`config.mk`:
```
export PLATFORM = sky130hd
export DESIGN_NAME = chk_table
export DESIGN_NICKNAME = d
export VERILOG_FILES = /design/src/rtl/chk_table.sv
export SDC_FILE = /design/constraint.sdc
export NUM_CORES = 1
export LEC_CHECK = 0
export CORE_ASPECT_RATIO = 1.25
export CORE_MARGIN = 2
export CORE_UTILIZATION = 50
export CTS_CLUSTER_DIAMETER = 80
export DETAILED_ROUTE_END_ITERATION = 7
export HOLD_SLACK_MARGIN = 0.1
export PLACE_DENSITY = 0.72
export SLEW_MARGIN = 5
export SYNTH_ARGS = -nofsm -noshare
export SYNTH_HDL_FRONTEND = slang
export SYNTH_SLANG_ARGS = --single-unit
```
`constraint.sdc`:
```
create_clock -name CLK -period 4.4 [get_ports CLK]
set_clock_uncertainty 0.2 [all_clocks]
set_input_delay 1.1 -clock CLK [delete_from_list [all_inputs] [get_ports CLK]]
set_output_delay 1.1 -clock CLK [all_outputs]
set_load 0.01 [all_outputs]
```
`src/rtl/chk_table.sv`:
```
// Expected-writeback table: one synchronous write port, one asynchronous read port.
module chk_table #(
  parameter int XLEN = 32,
  parameter int NCHK = 8,
  localparam int IW  = $clog2(NCHK)
) (
  input  logic            CLK,
  input  logic            we,
  input  logic [IW-1:0]   widx,
  input  logic [4:0]      wrd,
  input  logic [XLEN-1:0] wdata,
  input  logic [IW-1:0]   ridx,
  output logic [4:0]      rrd,
  output logic [XLEN-1:0] rdata
);

  logic [4:0]      rd_mem   [NCHK];
  logic [XLEN-1:0] data_mem [NCHK];

  // Contents are deliberately not reset; the table is loaded before each run.
  always_ff @(posedge CLK) begin
    if (we) begin
      rd_mem[widx]   <= wrd;
      data_mem[widx] <= wdata;
    end
  end

  assign rrd   = rd_mem[ridx];
  assign rdata = data_mem[ridx];

endmodule

```
# [Word level (Yosys, flattened, before mapping)]
# Memories as Yosys holds them, arrays and structs flattened.
# Cells that the tools add are included.
[totals] register_bits=0 mem_bits_rw=296 in_bits=45 word_cells=4 memories=2
[mem_list] name="data_mem" words=8 width=32 read_ports=1 rd_ports_with_merged_regs=0 wr=1 line="18" text="logic [XLEN-1:0] data_mem [NCHK];"
[mem_list] name="rd_mem" words=8 width=5 read_ports=1 rd_ports_with_merged_regs=0 wr=1 line="17" text="logic [4:0] rd_mem [NCHK];"
[classes] n_mux=2
[op_table] operator="2-to-1 mux 1 bit" n=2

# [Depth between registers and ports, before layout]
# Gate-level depths: netlist (run 1).
[logic_depth] depth_word=2 depth_mapped=4 depth_no_buf=2

# [Worst setup path after synthesis (run 1)]
# OpenSTA, ideal clock, no wires.
[synth_timing] path_type="input port to flip-flop" startpoint="input port widx[1]" endpoint="memory data_mem[0][0], enable pin" setup_ns=0.478 arrival_time_ns=3.820 slack_ns=-0.098 stages=2 n_path_buf=0 cell_sequence="nand2b_1 > nor3_1"
[synth_rtl] item="from (decl)" line="9" text="input logic [IW-1:0] widx,"
[synth_rtl] item="to (decl)" line="18"
# No word-level cell before the write port.

# [Final worst setup path (run 1)]
[layout_timing] startpoint="input port ridx[0]" endpoint="output port rdata[15]"
[layout_via] elab_chain_cells=1
[layout_lines] item="from (decl)" line="12" text="input logic [IW-1:0] ridx,"
[layout_lines] item="memory (8 x 32 bit)"
[layout_lines] item="to (decl)" line="14" text="output logic [XLEN-1:0] rdata"
# No other way between the ends.

==> flow_metrics.py, run 1 <==
metrics = {
    "run_status": {
        "outcome": "finished clean",
    },
    "sta": {
        "hold_viol_final": 0,
        "fin_crit_ns": 4.14,
        "setup_viol": 0,
        "tightest_slew_ns": 0.649,
        "rsz0062_at_grt": "no",
        "slew_headroom": 0.567,
        "fin_setup_tns_ns": 0,
        "fmax_mhz": 242,
        "finalMaxSlewViolations": 0,
        "fin_ws_ns": 0.262,
        "finalCritPeriodShare": 0.940,
    },
    "grt": {
        "grt_max_degree": 38,
        "grt_pass1_wl_um": 31700,
        "antenna_found_initial": 1,
        "grt_overflow": 0,
        "grtUsageTotal": 0.185,
        "grt_pass1_vias": 5300,
    },
    "die": {
        "dieArea_mm2": 0.0235,
        "die_h_um": 171,
        "core_mm2": 0.0221,
        "num_io_pins": 82,
        "start_util": 0.506,
        "dieWidth_um": 138,
        "rows": 61,
    },
    "critical_path": {
        "critPathMaxStageDelay_ns": 0.54,
        "endpoint_kind": "output port",
        "worstPathMaxFanout": 24,
        "cp_slowest_cell": "mux4_2",
        "worstPathRequired_ns": 3.10,
        "cp_cell_sequence": "buf_4 > buf_12 > mux4_2 > mux2_2 > clkdlybuf4s50_1",
        "startpoint": "ridx[0]",
        "worstPathArrival_ns": 2.84,
        "critPathKind": "in2out",
        "critPathLaunchType": "input port",
    },
    "cts": {
        "ctsResizeCount": 0,
        "clock-root-buffer": "clkbuf_16",
        "cts_buffers": 27,
        "postCtsSetupBuffers": 0,
        "htreeDepth": 1,
        "clkSlewWorstSetupHoldPaths_ns": 0.06,
        "clock_sinks": 296,
        "cts_tree": "done",
        "ctsHoldBuffers": 0,
        "ctsLongestPathBuffers": 3,
    },
    "min_path": {
        "hold_class": "in2reg",
        "hold_start": "wdata[0]",
    },
    "yosys": {
        "synth_area_mm2": 0.0112,
        "synth_area_leaders": "edfxtp_1 80%, mux4_2 15%, mux2_2 3.7%",
        "ys_warn_count": 0,
        "ys_ff_latch": 296,
        "synth_nets": 485,
        "yosysSeqAreaShare": 0.796,
        "netlist.area_leader.share": 0.796,
        "yosysUniqueCellTypes": 12,
        "yosysTopAreaCell": "edfxtp_1",
        "synthCells": 440,
        "syn_area_per_cell_um2": 25.4,
    },
    "placement": {
        "place_ws_ns": 0.247,
        "port_buffers": 81,
        "gp_congestion": 0.688,
        "hpwl_um": 11800,
    },
    "pwr": {
        "switching_share": 0.193,
        "seqPwrFrac": 0.543,
        "peakVddDrop_v": 0.000256,
        "power_leakage_uw": 0.00423,
        "clkPwrFrac": 0.386,
        "p_per_area_mw_per_mm2": 442,
        "switchingPower_uw": 1150,
        "internal_power_uw": 4780,
        "combPwrFrac": 0.071,
    },
    "route": {
        "vias": 4889,
        "drt-initial-drc-count": 409,
        "via_per_inst": 5.73,
        "firstDrtPassIters": 4,
        "ant_nets": 0,
        "drcViolationCount": 0,
        "drt_wl_total_um": 20900,
        "avgRoutedWirePerCell_um": 24.5,
    },
    "finish": {
        "drive_above_1_share": 0.313,
        "multiInputGateArea_mm2": 0.00221,
        "seqCellArea_mm2": 0.00889,
        "fillers": 1451,
        "fin_nets": 594,
        "area_delta_synth_final_pct": 20.1,
    },
    "job": {
        "drv_cap": 0,
    },
}
## critical path, delay by kind of cell
kind                   cells  cell delay [ns]
buffers and inverters      3             0.87
multiplexers               2             0.84
## through the flow
step                 util  hold slack [ns]  area, um^2  power [uW]  cells
floorplan               -            0.999       11200        3490    440
global placement    0.568             1.61       12500        3690    803
detailed placement  0.568             1.64       12500        3710    803
CTS                 0.608             1.09       13400        5980    852
global route        0.608             1.13       13400        6110    853
finish              0.608             1.10       13400        5930    853
## power groups by stage
stage,clock [uW],combinational (uW),sequential [uW]
finish,2290,420,3220
global route,2430,450,3230
CTS,2330,428,3220
detailed placement,0,426,3280
global placement,0,416,3270
floorplan,0,214,3270
## final cells by class
cell class | instances | area share
multi-input cells | 124 | 0.165
flip-flops and latches | 296 | 0.663
diodes | 1 | 0.000187
clock buffers | 33 | 0.0521
well taps | 283 | 0.0264
repair buffers | 100 | 0.0806
clock inverters | 16 | 0.0129
## cell usage in the layout (no fill, tap or decap)
cell	Yosys	routed
buf_12	0	11
buf_2	4	1
buf_4	0	10
bufinv_16	0	4
clkbuf_1	3	6
clkbuf_16	0	27
clkdlybuf4s50_1	0	78
clkinv_1	0	6
clkinv_2	0	6
diode_2	0	1
edfxtp_1	296	296
mux2_2	37	37
mux4_2	74	74
nand2_1	2	2
nand2b_1	3	3
nor2_4	0	6
nor3_4	0	2
## worst paths after layout
check | end | slack, ns | cells after the start
min | data_mem[4][0] | 1.10 | 1
max | rdata[15] | 0.26 | 5
## routing by layer
layer / GRT usage / vias up / routed length, um
met3: 0.0284 / 32 / 954
met2: 0.307 / 129 / 10800
li1: - / 2119 / -
met4: 0.0592 / 0 / 462
met5: 0 / - / 0
met1: 0.254 / 2609 / 8660
## cell usage after synthesis
master,instances
mux2_2,37
buf_1,5
buf_2,4
nand2_1,2
mux4_2,74
clkbuf_1,3
nor3_1,2
edfxtp_1,296
nor2_1,6
nand2b_1,3
buf_6,7
clkbuf_2,1
## sequential cells by signal, summed over array words and instances, names as in the netlist
signal / flops
data_mem: 256
rd_mem: 40
## cell families after synthesis
| group | synth area share |
|---|---|
| DFF | 0.796 |
| muxes | 0.187 |
| and+or+nand+nor | 0.00527 |
| buffers and inverters | 0.0120 |
Power figures use the tool's default switching activity.
==> run 2, diff against run 1 <==
--- a/config.mk
+++ b/config.mk
@@ -11,7 +11,7 @@
 export CTS_CLUSTER_DIAMETER = 80
 export DETAILED_ROUTE_END_ITERATION = 7
 export HOLD_SLACK_MARGIN = 0.1
-export PLACE_DENSITY = 0.72
+export PLACE_DENSITY = 0.7
 export SLEW_MARGIN = 5
 export SYNTH_ARGS = -nofsm -noshare
 export SYNTH_HDL_FRONTEND = slang
==> constraint.sdc (replaced) <==
create_clock -name CLK -period 5.25 [get_ports CLK]
set_clock_uncertainty 0.2 [all_clocks]
set_input_delay 1.3125 -clock CLK [delete_from_list [all_inputs] [get_ports CLK]]
set_output_delay 1.3125 -clock CLK [all_outputs]
set_load 0.01 [all_outputs]
==> run 2 against run 1 <==
  * Wire length is 1.5% lower
  * Worst setup slack gained 0.23 ns
  * Non-clock buffer count is 3 lower
  * Sequential share of layout area is 0.71 points higher
  * Cell area shrank 1.1%
  * Sequential power is 16% lower
  * Critical path type unchanged
  * Largest cell class unchanged
  * Highest routed layer unchanged
==> flow_metrics.py, run 2 (same netlist as run 1, synthesis figures left out) <==
metrics = {
    "cts": {
        "ctsResizeCount": 0,
        "ctsHoldBuffers": 0,
        "cts_tree": "done",
        "clock_sinks": 296,
        "clock-root-buffer": "clkbuf_16",
        "clkSlewWorstSetupHoldPaths_ns": 0.06,
        "cts_buffers": 27,
        "htreeDepth": 1,
        "postCtsSetupBuffers": 0,
        "ctsLongestPathBuffers": 3,
    },
    "placement": {
        "gp_congestion": 0.706,
        "port_buffers": 81,
        "hpwl_um": 10900,
    },
    "die": {
        "rows": 61,
        "dieWidth_um": 138,
        "start_util": 0.506,
        "dieArea_mm2": 0.0235,
        "die_h_um": 171,
        "core_mm2": 0.0221,
        "num_io_pins": 82,
    },
    "critical_path": {
        "worstPathArrival_ns": 3.24,
        "worstPathMaxFanout": 17,
        "endpoint_kind": "output port",
        "worstPathRequired_ns": 3.74,
        "critPathLaunchType": "input port",
        "crit_path_end": "rrd[4]",
        "startpoint": "ridx[0]",
        "critPathKind": "in2out",
    },
    "grt": {
        "grt_overflow": 0,
        "antenna_found_initial": 0,
        "grtUsageTotal": 0.180,
        "grt_max_degree": 38,
        "grt_pass1_vias": 5131,
        "grt_pass1_wl_um": 30800,
    },
    "route": {
        "via_per_inst": 5.71,
        "vias": 4836,
        "avgRoutedWirePerCell_um": 24.3,
        "ant_nets": 0,
        "drcViolationCount": 0,
        "drt_wl_total_um": 20600,
        "firstDrtPassIters": 5,
        "drt-initial-drc-count": 392,
    },
    "finish": {
        "layout_commonest_cell": "edfxtp_1",
        "fillers": 1487,
        "fin_nets": 591,
        "seqCellArea_mm2": 0.00889,
        "utilization": 0.601,
        "top_regs": "data_mem (256), rd_mem (40)",
        "largest_register": "data_mem",
        "largest_reg_flops": 256,
        "drive_above_1_share": 0.318,
        "final_cell_mix": "296 x edfxtp_1, 78 x clkdlybuf4s50_1, 74 x mux4_2",
        "area_delta_synth_final_pct": 18.8,
        "multiInputGateArea_mm2": 0.00220,
    },
    "sta": {
        "rsz0062_at_grt": "no",
        "fin_setup_tns_ns": 0,
        "finalCritPeriodShare": 0.905,
        "fmax_mhz": 210,
        "hold_viol_final": 0,
        "slew_headroom": 0.547,
        "setup_viol": 0,
        "finalMaxSlewViolations": 0,
        "tightest_slew_ns": 0.680,
        "fin_crit_ns": 4.75,
    },
    "run_status": {
        "outcome": "finished clean",
    },
    "pwr": {
        "peakVddDrop_v": 0.000282,
        "p_per_area_mw_per_mm2": 368,
        "power_leakage_uw": 0.00417,
    },
    "min_path": {
        "hold_class": "in2reg",
    },
    "job": {
        "drv_cap": 0,
    },
}
## run 2: final cells by class
cell class	count	area share
antenna	1	0.000189
clock buffer	30	0.0518
clock inverter	16	0.0106
multi-input combinational	124	0.166
sequential	296	0.670
tap	283	0.0267
timing repair buffer	97	0.0751
## run 2: stage by stage
stage | total power (uW) | hold WS [ns] | cells | setup slack [ns] | cell area, um^2
floorplan | 2920 | 1.21 | 440 | 0.540 | 11200
global placement | 3080 | 1.82 | 800 | 0.465 | 12400
detailed placement | 3100 | 1.85 | 800 | 0.457 | 12400
CTS | 4930 | 1.30 | 846 | 0.454 | 13300
global route | 5040 | 1.32 | 846 | 0.404 | 13300
finish | 4880 | 1.32 | 847 | 0.496 | 13300
## run 2: where the power goes
part	internal (uW)	switching (uW)	leakage, uW	total, uW
clock network	1040	795	0.000408	1840
registers	2680	17.3	0.00269	2700
logic	188	157	0.00107	345
total	3910	970	0.00417	4880
## run 2: worst max-delay path, stage by stage
cell and delay [ns]:
buf_4 0.35, buf_12 0.25, mux4_2 0.54, mux2_2 0.28
clkdlybuf4s50_1 0.49
## run 2: worst min-delay path by stage
stage	startpoint	endpoint	slack (ns)	cells past startpoint
5_1_grt	wdata[13]	data_mem[6][13]	1.32	1
4_1_cts	wdata[13]	data_mem[6][13]	1.30	1
2_1_floorplan	wdata[0]	data_mem[0][0]	1.21	0
3_3_place_gp	wdata[8]	data_mem[4][8]	1.82	1
3_5_place_dp	wdata[13]	data_mem[2][13]	1.85	1
6_report	wdata[13]	data_mem[6][13]	1.32	1
## run 2: layer usage
layer	wire, um	part of all wire	vias to the layer above	GRT usage
li1	-	-	2106	-
met1	8680	0.42	2580	0.255
met2	10600	0.51	126	0.299
met3	1020	0.049	24	0.0281
met4	286	0.014	0	0.0399
met5	0	0	-	0
==> run 3, diff against run 2 <==
--- a/config.mk
+++ b/config.mk
@@ -5,12 +5,13 @@
 export SDC_FILE = /design/constraint.sdc
 export NUM_CORES = 1
 export LEC_CHECK = 0
+export CAP_MARGIN = 20
 export CORE_ASPECT_RATIO = 1.25
 export CORE_MARGIN = 2
 export CORE_UTILIZATION = 50
 export CTS_CLUSTER_DIAMETER = 80
 export DETAILED_ROUTE_END_ITERATION = 7
-export HOLD_SLACK_MARGIN = 0.1
+export HOLD_SLACK_MARGIN = 0.08
 export PLACE_DENSITY = 0.7
 export SLEW_MARGIN = 5
 export SYNTH_ARGS = -nofsm -noshare
==> results of run 3 <==
The final DEF is identical to that of run 2; final timing and power are the same.
